File: config.mk
export PLATFORM = sky130hd
export DESIGN_NAME = clocked_adder
export DESIGN_NICKNAME = d
export VERILOG_FILES = /design/src/rtl/clocked_adder.sv
export SDC_FILE = /design/constraint.sdc
export NUM_CORES = 1
export LEC_CHECK = 0
export CAP_MARGIN = 20
export CORE_AREA = 2 2 39 41
export CTS_BUF_LIST = sky130_fd_sc_hd__clkbuf_4
export DETAILED_ROUTE_END_ITERATION = 8
export DIE_AREA = 0 0 41 43
export GPL_TIMING_DRIVEN = 1
export PLACE_DENSITY_LB_ADDON = 0.08
export SYNTH_ARGS = -nofsm -noshare
export SYNTH_HDL_FRONTEND = slang
export SYNTH_SLANG_ARGS = --single-unit
File: constraint.sdc
create_clock -name clk -period 0.8 [get_ports clk]
set_clock_uncertainty 0.05 [all_clocks]
set_input_delay 0.12 -clock clk [delete_from_list [all_inputs] [get_ports clk]]
set_output_delay 0.12 -clock clk [all_outputs]
set_load 0.05 [all_outputs]
File: src/rtl/clocked_adder.sv
// Registered unsigned adder built from a generated ripple-carry chain of
// full-adder cells, so each bit slice stays visible in hierarchy and dumps.

module clocked_adder_fa (
  input  logic a,
  input  logic b,
  input  logic ci,
  output logic s,
  output logic co
);
  logic p;

  assign p  = a ^ b;
  assign s  = p ^ ci;
  assign co = (a & b) | (ci & p);
endmodule

module clocked_adder #(
  parameter int WIDTH = 4
) (
  input  logic             clk,
  input  logic             rst,
  input  logic [WIDTH-1:0] A,
  input  logic [WIDTH-1:0] B,
  output logic [WIDTH:0]   sum
);
  logic [WIDTH:0]   c;
  logic [WIDTH-1:0] s;

  assign c[0] = 1'b0;

  for (genvar i = 0; i < WIDTH; i++) begin : g_slice
    clocked_adder_fa u_fa (
      .a  (A[i]),
      .b  (B[i]),
      .ci (c[i]),
      .s  (s[i]),
      .co (c[i+1])
    );
  end

  // Carry-out of the last slice becomes the result MSB; loads every cycle.
  always_ff @(posedge clk or posedge rst) begin
    if (rst) sum <= '0;
    else     sum <= {c[WIDTH], s};
  end
endmodule

---- After elaboration in Yosys (flattened, before gate mapping) ----
Index checks and enable logic that the tools add are counted.
word-level totals
  bits in registers ....................... 5
  bits in latches ......................... 0
  RAM bits ................................ 0
  memory bits (read-only) ................. 0
  memories kept ........................... 0
cells by class
  $add $sub $neg .......................... 0
  multipliers ............................. 0
  div/mod/pow operators ................... 0
  order comparisons ....................... 0
  equality and inequality tests ........... 0
  shifts and indexed selects .............. 0
  multiplexer cells ....................... 0
  bitwise operators ....................... 17
  reductions and logical operators ........ 0
operator list
  operator     count
  $and 1x1->1  7
  $xor 1x1->1  7
  $or 1x1->1   3

---- Logic depth before layout (Yosys ltp) ----
  depth in word-level cells ............... 7
  mapped depth ............................ 6
  depth with buffers taken out ............ 6

---- Modules after synthesis ----
From an unflattened synthesis, not the netlist that was laid out.
unflattened totals
  cell total of the unflattened synthesis .. 11
  area, all modules ....................... 212.7 um^2
modules (own cells, without submodules)
  module            times used  cells an instance  area an instance (um^2)
  clocked_adder     1           7                  132.6
  clocked_adder_fa  4           1                  20.0

---- Worst setup path before layout ----
OpenSTA, ideal clock, no wires.
  path type ............................... input to register
  start ................................... input port A[0]
  end ..................................... register sum[3]
  data arrival time ....................... 1,543 ps
  setup slack ............................. -857 ps
  stages on the path ...................... 6
  buffers on the path ..................... 0
  cell sequence ........................... ha_1 > fa_1 > fa_1 > inv_1 > fa_1 > inv_1
on the way
  cells in the longest elaborated chain, start to end .. 6
RTL lines
  item                      line  text
  start, declared           23    input logic [WIDTH-1:0] A,
  $and 1x1->1 (2 in a row)  15    assign co = (a & b) | (ci & p);
  $or 1x1->1                15
  $and 1x1->1               15
  $or 1x1->1                15
  $xor 1x1->1               14    assign s = p ^ ci;
  via g_slice[3].u_fa.s     8     output logic s,
  end signal, assigned      45    else sum <= {c[WIDTH], s};
  end, declared             25    output logic [WIDTH:0] sum
The timed path passes the listed nets, and every way through them passes these cells.

---- Worst setup path after layout ----
  start ................................... input port B[0]
  end ..................................... register sum[3]
on the way
  cells in the longest elaborated chain, start to end .. 6
RTL lines
  item                      line  text
  start, declared           24    input logic [WIDTH-1:0] B,
  $and 1x1->1 (2 in a row)  15
  $or 1x1->1                15
  $and 1x1->1               15
  $or 1x1->1                15
  $xor 1x1->1               14
  via g_slice[3].u_fa.s     8
The timed path passes the listed nets, and every way through them passes these cells.

==> impl_metrics.json <==
{
  "netlist_instances": 15,
  "cts_tree": "yes",
  "synth_top_cell_area_share_pct": 56.8,
  "fin_util_pct": 34.0,
  "maxCapViolCount": 0,
  "post_cts_buffers": 0,
  "clk_pin_slew_worst_paths_ns": 0.04,
  "synth.area.top_cells": "dfrtp_1 (57%), fa_1 (27%), inv_1 (10%)",
  "crit_chain": "buf_6 > ha_4 > fa_2 > fa_2 > inv_2 > fa_1 > inv_1",
  "nNetsFinal": 48,
  "min_period_over_period_pct": 180,
  "crit_arrival_ns": 1.57,
  "cts_max_path_buffers": 2,
  "met1_usage_pct": 4.64,
  "grt_antenna_before_repair": 0,
  "syn_nets": 29,
  "dpl_cell_area_um2": 448,
  "critPathMostFrequentCell": "fa_2",
  "syn_area_per_cell_um2": 14.7,
  "fin_ws_ns": -0.641,
  "place_congestion": 0.574,
  "top_regs": "sum: 5 flops",
  "wl_per_cell_um": 7.59,
  "power.density_mw_per_mm2": 2160,
  "root_buffer": "clkbuf_4",
  "criticalPathCategory": "in2reg",
  "netlist_area_um2": 220,
  "synth_warnings": 0,
  "crit_slowest_cell": "fa_1",
  "hp-class": "in2async",
  "failed_checks": "setup timing",
  "max-slew-margin-rel_pct": 87.7,
  "final_cell_area_um2": 470,
  "max_freq_ghz": 0.694,
  "cts_buffers": 3,
  "yosysTopAreaCell": "dfrtp_1",
  "rsz0062_at_grt": "true",
  "gr-usage-met2_pct": 6.56,
  "setup_viol": 8,
  "slew_viol_final": 0,
  "grt_overflow": 0,
  "vias_per_cell": 3.10,
  "place_ws_ns": -1.32,
  "outcome": "complete, but fails checks",
  "fin_crit_ns": 1.44,
  "globalRouteTotalUtil_pct": 5.98,
  "met3_usage_pct": 3.14,
  "vias": 152,
  "fp-row-count": 14,
  "critical-path-max-stage-delay_ns": 0.39,
  "dieArea_mm2": 0.00176,
  "start_util_pct": 15.9,
  "drt_pass1_iterations": 1,
  "synth-seq-cells": 5,
  "core_area_mm2": 0.00138,
  "die_w_um": 41,
  "io_buffer_count": 14,
  "drt_iter0_drc": 0,
  "drc": 0,
  "grt_max_degree": 6,
  "hpwl_um": 340,
  "busiest_layer": "met4",
  "drt_wl_total_um": 372,
  "p_leak_nw": 0.223,
  "fin_cells": 49,
  "worst_slew_pin_slew_ns": 0.185,
  "syn_to_final_growth_pct": 114,
  "die_y_um": 43,
  "antenna_cells": 0,
  "critPathMaxFanout": 1,
  "drive_gt1_share_pct": 51.5,
  "worstSetupStartpointType": "input pin",
  "ys_types": 4,
  "grt_pass1_vias": 128,
  "largest_reg_flops": 5,
  "finalHoldViolCount": 0,
  "grt_pass1_wl_um": 552,
  "ir_drop_uv": 531,
  "htreeDepth": 1,
  "io_pins": 15,
  "cp-end-kind": "register",
  "ys_seq_area_share_pct": 56.8,
  "regMostFlops": "sum",
  "clock_sinks": 5,
  "cp.required_ns": 0.93,
  "final_antenna_net_count": 0,
  "dpl.cell_count": 45
}
==> synth_stat cells <==
cell	n
dfrtp_1	5
fa_1	3
ha_1	1
inv_1	6
==> per-stage QoR <==
step / hold WS, ns / setup TNS, ns / power (mW)
3_3_place_gp: 0.282 / -4.14 / 0.710
4_1_cts: 0.0236 / -2.27 / 1.04
6_report: 0.0273 / -2.12 / 1.02
2_1_floorplan: -0.151 / -1.90 / 0.478
3_5_place_dp: 0.278 / -4.18 / 0.714
5_1_grt: 0.0295 / -2.32 / 1.08
==> routing by layer <==
metal | vias to the layer above | share of wire, %
met1 | 64 | 29
met3 | 2 | 11
li1 | 75 | -
met4 | 0 | 3.2
met5 | - | 0
met2 | 11 | 56
==> timing repair <==
action / in CTS / in global routing
setup endpoints to repair: 9 / 8
hold buffers: 0 / 0
cloned: 0 / 0
gates resized for setup: 12 / 4
pin swaps: 4 / 2
==> where the power goes <==
part | internal [mW] | switching [mW] | total [mW] | leakage [nW]
sequential | 0.291 | 0.0284 | 0.319 | 0.0584
clock | 0.222 | 0.0974 | 0.319 | 0.0184
combinational | 0.196 | 0.183 | 0.380 | 0.146
==> final timing paths <==
path                       cells past startpoint  startpoint          endpoint  slack (ns)
hold / removal                                 2         rst  sum[4]$_DFF_PP0_        0.03
setup / recovery                               7        B[0]  sum[3]$_DFF_PP0_       -0.64
min in group clk                               2        A[0]  sum[0]$_DFF_PP0_        0.05
max in group asynchronous                      2         rst  sum[1]$_DFF_PP0_        0.51
==> cell families after synthesis <==
| family | synth area share, % |
|---|---|
| fa+ha+maj | 33.0 |
| buf+inv | 10.2 |
| flops | 56.8 |
==> layout make-up <==
cell class / count / area (um2)
clock buffer: 4 / 30.0
fill: 143 / 913
inverter: 6 / 22.5
multi-input combinational: 4 / 90.1
sequential: 5 / 125
tap: 16 / 20.0
timing repair buffer: 14 / 183
==> cells in the final DEF (no fill, tap or decap), types with 2 or more instances in the layout <==
master / instances
inv_1: 5
clkbuf_2: 2
fa_2: 2
clkbuf_4: 4
clkdlybuf4s50_1: 5
buf_6: 2
dfrtp_1: 5
buf_12: 5
==> critical path: cells and delay by family <==
family | cells | cell delay (ns)
adders and majority gates | 4 | 1.23
buffers and inverters | 3 | 0.22
No activity file was read; power rests on OpenSTA's default activity.
